`src/rtl/mem_ctrl_pkg.sv`:
```
// Shared definitions for the pipelined word memory controller.
//   state_t          : wipe FSM state encoding (IDLE / SWEEP)
//   RW_READ/RW_WRITE : encoding of the req_rw request field
//   MAX_READ_LATENCY : deepest read pipeline the controller supports
package mem_ctrl_pkg;

   typedef enum logic [0:0] {
      ST_IDLE  = 1'b0,
      ST_SWEEP = 1'b1
   } state_t;

   localparam logic RW_READ  = 1'b0;
   localparam logic RW_WRITE = 1'b1;

   localparam int MAX_READ_LATENCY = 4;

endpackage

```
`src/rtl/mem_rd_pipe.sv`:
```
// Read response pipeline: LATENCY-deep shift register of {valid, err, data}.
// Stage 0 is loaded at the read-accept edge, so the output (last stage) is
// visible LATENCY edges after the accept.
//   clk      : clock, rising edge
//   clr      : asynchronous active-high clear of every stage
//   in_valid : a read was accepted this cycle
//   in_err   : that read was out of range
//   in_data  : sampled word (already 0 for errors and idle cycles)
//   out_*    : last-stage view, drives the response port directly
module mem_rd_pipe #(
   parameter int WIDTH   = 8,
   parameter int LATENCY = 1
) (
   input  logic             clk,
   input  logic             clr,
   input  logic             in_valid,
   input  logic             in_err,
   input  logic [WIDTH-1:0] in_data,
   output logic             out_valid,
   output logic             out_err,
   output logic [WIDTH-1:0] out_data
);

   genvar gi;
   generate
      for (gi = 0; gi < LATENCY; gi++) begin : g_stage
         logic             valid_reg;
         logic             err_reg;
         logic [WIDTH-1:0] data_reg;
         logic             valid_next;
         logic             err_next;
         logic [WIDTH-1:0] data_next;

         if (gi == 0) begin : g_head
            assign valid_next = in_valid;
            assign err_next   = in_err;
            assign data_next  = in_data;
         end else begin : g_body
            assign valid_next = g_stage[gi-1].valid_reg;
            assign err_next   = g_stage[gi-1].err_reg;
            assign data_next  = g_stage[gi-1].data_reg;
         end

         always_ff @(posedge clk or posedge clr) begin
            if (clr) begin
               valid_reg <= 1'b0;
               err_reg   <= 1'b0;
               data_reg  <= '0;
            end else begin
               valid_reg <= valid_next;
               err_reg   <= err_next;
               data_reg  <= data_next;
            end
         end
      end
   endgenerate

   assign out_valid = g_stage[LATENCY-1].valid_reg;
   assign out_err   = g_stage[LATENCY-1].err_reg;
   assign out_data  = g_stage[LATENCY-1].data_reg;

endmodule

```
`src/rtl/mem_ctrl_pipe.sv`:
```
// Single-port word memory with valid/ready requests, a registered read
// pipeline, address range checking and a DEPTH-cycle background wipe.
//   clk        : clock, rising edge
//   clr        : asynchronous active-high reset, also zeroes the array
//   req_valid/req_ready/req_rw/req_addr/req_wdata : request channel
//   resp_valid/resp_rdata/resp_err : read response, no backpressure
//   wr_err     : sticky out-of-range write flag (cleared by clr or wipe end)
//   wipe/busy  : start / progress of the background clear
//   mem_block  : flat view of the array, word i at [i*WIDTH +: WIDTH]
// READ_LATENCY must lie in 1..MAX_READ_LATENCY; DEPTH must be >= 1.
module mem_ctrl_pipe
   import mem_ctrl_pkg::*;
#(
   parameter int WIDTH        = 8,
   parameter int DEPTH        = 8,
   parameter int ADDR_W       = 4,
   parameter int READ_LATENCY = 1
) (
   input  logic                    clk,
   input  logic                    clr,
   input  logic                    req_valid,
   output logic                    req_ready,
   input  logic                    req_rw,
   input  logic [ADDR_W-1:0]       req_addr,
   input  logic [WIDTH-1:0]        req_wdata,
   output logic                    resp_valid,
   output logic [WIDTH-1:0]        resp_rdata,
   output logic                    resp_err,
   output logic                    wr_err,
   input  logic                    wipe,
   output logic                    busy,
   output logic [WIDTH*DEPTH-1:0]  mem_block
);

   // One extra bit so DEPTH itself is representable when DEPTH == 2**ADDR_W.
   localparam logic [ADDR_W:0] DEPTH_C = (ADDR_W+1)'(DEPTH);
   localparam logic [ADDR_W:0] LAST_C  = (ADDR_W+1)'(DEPTH - 1);

   logic [WIDTH-1:0] mem_reg [DEPTH];
   state_t           state_reg;
   logic [ADDR_W:0]  ptr_reg;
   logic             wr_err_reg;

   logic [ADDR_W:0]  addr_ext;
   logic             in_range;
   logic             accept;
   logic             wr_acc;
   logic             rd_acc;
   logic             sweeping;
   logic [WIDTH-1:0] rd_word;
   logic [WIDTH-1:0] rd_data_in;
   logic             rd_err_in;

   assign sweeping  = (state_reg == ST_SWEEP);
   assign req_ready = (state_reg == ST_IDLE) && !wipe;
   assign busy      = sweeping;
   assign wr_err    = wr_err_reg;

   assign addr_ext = {1'b0, req_addr};
   assign in_range = (addr_ext < DEPTH_C);
   assign accept   = req_valid && req_ready;
   assign wr_acc   = accept && (req_rw == RW_WRITE);
   assign rd_acc   = accept && (req_rw == RW_READ);

   // Array: sweep and request writes are exclusive because req_ready is low
   // whenever the FSM is sweeping.
   always_ff @(posedge clk or posedge clr) begin
      if (clr) begin
         for (int i = 0; i < DEPTH; i++) begin
            mem_reg[i] <= '0;
         end
      end else begin
         for (int i = 0; i < DEPTH; i++) begin
            if (sweeping && (ptr_reg == (ADDR_W+1)'(i))) begin
               mem_reg[i] <= '0;
            end else if (wr_acc && (addr_ext == (ADDR_W+1)'(i))) begin
               mem_reg[i] <= req_wdata;
            end
         end
      end
   end

   // Wipe FSM and sticky write-error flag.
   always_ff @(posedge clk or posedge clr) begin
      if (clr) begin
         state_reg  <= ST_IDLE;
         ptr_reg    <= '0;
         wr_err_reg <= 1'b0;
      end else begin
         case (state_reg)
            ST_IDLE: begin
               if (wipe) begin
                  state_reg <= ST_SWEEP;
                  ptr_reg   <= '0;
               end else if (wr_acc && !in_range) begin
                  wr_err_reg <= 1'b1;
               end
            end
            ST_SWEEP: begin
               if (ptr_reg == LAST_C) begin
                  state_reg  <= ST_IDLE;
                  ptr_reg    <= '0;
                  wr_err_reg <= 1'b0;
               end else begin
                  ptr_reg <= ptr_reg + 1'b1;
               end
            end
            default: begin
               state_reg <= ST_IDLE;
               ptr_reg   <= '0;
            end
         endcase
      end
   end

   // Read mux; out-of-range addresses match no word and yield 0.
   always_comb begin
      rd_word = '0;
      for (int i = 0; i < DEPTH; i++) begin
         if (addr_ext == (ADDR_W+1)'(i)) begin
            rd_word = mem_reg[i];
         end
      end
   end

   // Zero data on idle and error cycles so the response port idles at 0.
   assign rd_data_in = (rd_acc && in_range) ? rd_word : '0;
   assign rd_err_in  = rd_acc && !in_range;

   mem_rd_pipe #(
      .WIDTH   (WIDTH),
      .LATENCY (READ_LATENCY)
   ) u_rd_pipe (
      .clk       (clk),
      .clr       (clr),
      .in_valid  (rd_acc),
      .in_err    (rd_err_in),
      .in_data   (rd_data_in),
      .out_valid (resp_valid),
      .out_err   (resp_err),
      .out_data  (resp_rdata)
   );

   genvar gi;
   generate
      for (gi = 0; gi < DEPTH; gi++) begin : g_view
         assign mem_block[gi*WIDTH +: WIDTH] = mem_reg[gi];
      end
   endgenerate

endmodule

```
`config.mk`:
```
export PLATFORM = sky130hd
export DESIGN_NAME = mem_ctrl_pipe
export DESIGN_NICKNAME = d
export VERILOG_FILES = /design/src/rtl/mem_ctrl_pkg.sv /design/src/rtl/mem_rd_pipe.sv /design/src/rtl/mem_ctrl_pipe.sv
export SDC_FILE = /design/constraint.sdc
export NUM_CORES = 1
export LEC_CHECK = 0
export ABC_CLOCK_PERIOD_IN_PS = 2730
export BUFFER_PORTS_ARGS = -buffer_cell sky130_fd_sc_hd__buf_4
export CAP_MARGIN = 10
export CORE_MARGIN = 1
export CORE_UTILIZATION = 48
export DETAILED_ROUTE_END_ITERATION = 12
export GPL_TIMING_DRIVEN = 1
export PLACE_DENSITY = 0.73
export REMOVE_ABC_BUFFERS = 1
export SLEW_MARGIN = 20
export SYNTH_ARGS = -nofsm -noshare
export SYNTH_HDL_FRONTEND = slang
export SYNTH_HIERARCHICAL = 1
export SYNTH_SLANG_ARGS = --single-unit
export TNS_END_PERCENT = 5
```
`constraint.sdc`:
```
create_clock -name clk -period 2.73 [get_ports clk]
set_input_delay 0.546 -clock clk [delete_from_list [all_inputs] [get_ports clk]]
set_output_delay 0.546 -clock clk [all_outputs]
set_load 0.03 [all_outputs]
```
==> run_summary.xml <==
<?xml version="1.0" encoding="UTF-8"?>
<metrics>
  <group name="floorplanning">
    <metric name="floorplan.die.width" unit="µm">90.89</metric>
    <metric name="rows" unit="">32</metric>
    <metric name="floorplan.die.height" unit="µm">90.89</metric>
    <metric name="full_die_area" unit="µm²">8260</metric>
    <metric name="start_util" unit="%">49.33</metric>
    <metric name="core_area" unit="µm²">7687</metric>
    <metric name="io_pins" unit="">94</metric>
  </group>
  <group name="critical_path">
    <metric name="timing.critical_path.from_type" unit="">register</metric>
    <metric name="critical_path_class" unit="">register to primary output</metric>
    <metric name="worstSetupEndpointType" unit="">primary output</metric>
    <metric name="worst_ep_arrival_time" unit="ns">1.47</metric>
    <metric name="worst_path_max_delay_cell" unit="">sky130_fd_sc_hd__dfrtp_1</metric>
    <metric name="critical-path-top-delay-family" unit="">flip-flops</metric>
    <metric name="critical_path.cell_chain" unit="">nor2_1 -&gt; buf_4</metric>
    <metric name="cpPeakStageDelay" unit="ns">0.51</metric>
    <metric name="cp_num_buf_inv" unit="">1</metric>
    <metric name="critPathMaxFanout" unit="">12</metric>
    <metric name="data_required_time_at_the_worst_endpoint" unit="ns">2.18</metric>
  </group>
  <group name="cts">
    <metric name="post_cts.resized_instances" unit="">0</metric>
    <metric name="clkSinkCount" unit="">81</metric>
    <metric name="worst_setup_hold_path_clk_slew" unit="ns">0.08</metric>
    <metric name="clock_tree_from_tritoncts" unit="">yes</metric>
    <metric name="cts.path.max_buffers" unit="">2</metric>
    <metric name="worst_skew_pair.late_latency" unit="ns">0.36</metric>
    <metric name="cts-root-buf" unit="">sky130_fd_sc_hd__clkbuf_8</metric>
    <metric name="numCtsBuffers" unit="">9</metric>
    <metric name="cts.repair_timing.setup_buffer_count" unit="">0</metric>
    <metric name="h-tree-depth" unit="">3</metric>
    <metric name="cts_hold_bufs" unit="">0</metric>
  </group>
  <group name="synthesis">
    <metric name="synth_top_cells_by_count" unit="">81 x sky130_fd_sc_hd__dfrtp_1, 64 x sky130_fd_sc_hd__a22o_1, 16 x sky130_fd_sc_hd__nor2_1, 14 x sky130_fd_sc_hd__mux2i_1, 13 x sky130_fd_sc_hd__inv_1</metric>
    <metric name="synth_area" unit="µm²">3792</metric>
    <metric name="synth_fa_ha_area_share" unit="%">1.320</metric>
    <metric name="yosys-mux-area-fraction" unit="%">4.586</metric>
    <metric name="synth.yosys.seq_area_share" unit="%">53.45</metric>
    <metric name="synth.most_common_cell" unit="">sky130_fd_sc_hd__dfrtp_1</metric>
    <metric name="yosysTopAreaCell" unit="">sky130_fd_sc_hd__dfrtp_1</metric>
    <metric name="syn_inst" unit="">302</metric>
    <metric name="biggest_area_contributors_in_the_synthesized_netlist" unit="">sky130_fd_sc_hd__dfrtp_1 53%, sky130_fd_sc_hd__a22o_1 15%, sky130_fd_sc_hd__mux2i_1 3.7%</metric>
    <metric name="synth-xor-area-share" unit="%">0.4619</metric>
    <metric name="synth.yosys.warnings" unit="">6</metric>
    <metric name="ys.flop_type" unit="">sky130_fd_sc_hd__dfrtp_1</metric>
    <metric name="yosys.area.top_type_share" unit="%">53.45</metric>
    <metric name="synth_top_family_by_area" unit="">compound AO/OA/AOI/OAI gates</metric>
    <metric name="syn_avg_cell_area" unit="µm²">12.56</metric>
    <metric name="edff_count_synth" unit="">0</metric>
    <metric name="synth-compound-area-share" unit="%">24.98</metric>
    <metric name="post_synth_num_cell_types" unit="">43</metric>
    <metric name="asr_flop_ratio_synth" unit="%">100.0</metric>
    <metric name="ys_seq_elements" unit="">81</metric>
    <metric name="synth-simple-area-share" unit="%">10.43</metric>
  </group>
  <group name="timing">
    <metric name="timing.final.setup_violations" unit="">0</metric>
    <metric name="timing.final.crit_period" unit="ns">2.013</metric>
    <metric name="clock.fmax" unit="MHz">496.8</metric>
    <metric name="final.period_utilization" unit="%">73.73</metric>
    <metric name="grt_setup_unrepaired" unit="">false</metric>
    <metric name="final_slew_viol_count" unit="">0</metric>
    <metric name="final.setup_skew" unit="ns">0.01041</metric>
    <metric name="hold_violations" unit="">0</metric>
    <metric name="worst-slew-pin-transition" unit="ns">0.6912</metric>
    <metric name="relSlewSlack" unit="%">53.92</metric>
    <metric name="finalSetupTns" unit="ns">0</metric>
  </group>
  <group name="placement">
    <metric name="place.port_buffers" unit="">93</metric>
    <metric name="gp_routability_congestion" unit="">0.8285</metric>
    <metric name="hpwlAfterDp" unit="µm">7278</metric>
  </group>
  <group name="layout">
    <metric name="finalNetCount" unit="">411</metric>
    <metric name="largest_reg_flops" unit="">64</metric>
    <metric name="finalCoreUtilization" unit="%">61.49</metric>
    <metric name="insertedDiodeCount" unit="">0</metric>
    <metric name="drive_above_1_share" unit="%">36.20</metric>
    <metric name="areaGrowthSynthToFinish" unit="%">24.65</metric>
    <metric name="nFillCells" unit="">627</metric>
  </group>
  <group name="drt">
    <metric name="met2WireLength" unit="µm">4670</metric>
    <metric name="ant_nets" unit="">0</metric>
    <metric name="wl_met3" unit="µm">675</metric>
    <metric name="routedWlPerCell" unit="µm">20.28</metric>
    <metric name="drt-vias-per-instance" unit="">5.948</metric>
    <metric name="highest-signal-layer" unit="">met4</metric>
    <metric name="first_pass_iters" unit="">4</metric>
    <metric name="postRouteWirelength" unit="µm">10080</metric>
    <metric name="num_vias" unit="">2956</metric>
    <metric name="routedLengthMet1" unit="µm">4605</metric>
    <metric name="drt_first_iter_violations" unit="">187</metric>
    <metric name="route.detailed.drc" unit="">0</metric>
  </group>
  <group name="power">
    <metric name="ir_drop" unit="mV">0.3063</metric>
    <metric name="power_density_normalized_to_cell_area" unit="nW/µm²">696.6</metric>
    <metric name="power_leakage" unit="µW">0.002351</metric>
  </group>
  <group name="global_routing">
    <metric name="pin_count_of_the_biggest_net_entering_global_routing" unit="">37</metric>
    <metric name="grt_overflow_total" unit="">0</metric>
    <metric name="grt_antenna_before_repair" unit="">0</metric>
    <metric name="number_of_global_route_vias_before_repair" unit="">2979</metric>
    <metric name="grt_util_all_layers" unit="%">26.08</metric>
    <metric name="grt_pass1_wl" unit="µm">16460</metric>
  </group>
  <group name="run">
    <metric name="drv_cap" unit="">0</metric>
  </group>
  <group name="worst_hold_path">
    <metric name="hold_class" unit="">primary input to async pin</metric>
  </group>
  <group name="status">
    <metric name="run_status" unit="">finished, final reports clean</metric>
  </group>
</metrics>
[placed cells by master, fill, tap and decap left out, drive strengths merged, types with 4 or more instances in the layout]
| cell type | instances |
|---|---|
| a21oi | 16 |
| nand2 | 8 |
| a22o | 64 |
| nor2 | 17 |
| o32ai | 7 |
| dfrtp | 81 |
| clkbuf | 12 |
| o221a | 7 |
| inv | 13 |
| buf | 100 |
| nor3 | 5 |
| mux2i | 14 |
| o21ai | 8 |
| ha | 4 |
| a221o | 7 |
[stage by stage]
step,instance area [µm²],total power [µW],instances,worst slack [ns],hold slack (ns)
2_1_floorplan,3660,2083,279,0.3274,0.3862
3_3_place_gp,4538,2430,481,0.6009,0.5096
3_5_place_dp,4538,2450,481,0.5608,0.5115
4_1_cts,4727,3300,497,0.7146,0.1858
5_1_grt,4727,3447,497,0.5805,0.2032
6_report,4727,3293,497,0.7171,0.1705
[worst paths after layout]
path | from | endpoint | slack, ns | cells after the start
min in group clk | req_rw | u_rd_pipe/out_valid | 0.38 | 2
max in group asynchronous | clr | mem_block[17] | 1.76 | 3
hold / removal | clr | u_rd_pipe/out_data[3] | 0.17 | 2
setup / recovery | busy | req_ready | 0.72 | 2
setup reg to reg | busy | mem_block[44] | 0.76 | 5
hold reg to reg | mem_block[48] | mem_block[48] | 0.53 | 1
[cells by family after synthesis]
group	count (synthesis)
AOI/OAI and AO/OA	113
and+or+nand+nor	50
DFF	81
adders and majority gates	4
xor gates and xnor gates	2
buffers and inverters	36
muxes	16
[per-layer routing]
metal / global-route usage (%) / vias to the layer above
met4: 9.392 / 0
met2: 38.76 / 125
met1: 38.11 / 1486
li1: - / 1332
met5: 0 / -
met3: 5.135 / 13
[where the power goes]
| group | leakage, µW | switching, µW | internal, µW | total (µW) |
|---|---|---|---|---|
| sequential | 0.00112 | 163 | 1320 | 1480 |
| combinational | 0.00115 | 606 | 346 | 953 |
| clock | 0.0000868 | 432 | 425 | 857 |
| total | 0.00235 | 1200 | 2090 | 3290 |
[area by class of cell]
class | instances | area [µm²] | area share (%)
Tap cell | 102 | 127.6 | 2.700
Inverter | 13 | 48.80 | 1.032
Clock buffer | 12 | 135.1 | 2.859
Timing Repair Buffer | 100 | 750.7 | 15.88
Clock inverter | 4 | 53.80 | 1.138
Sequential cell | 81 | 2027 | 42.88
Multi-Input combinational cell | 185 | 1584 | 33.51
Power figures use the tool's default switching activity.
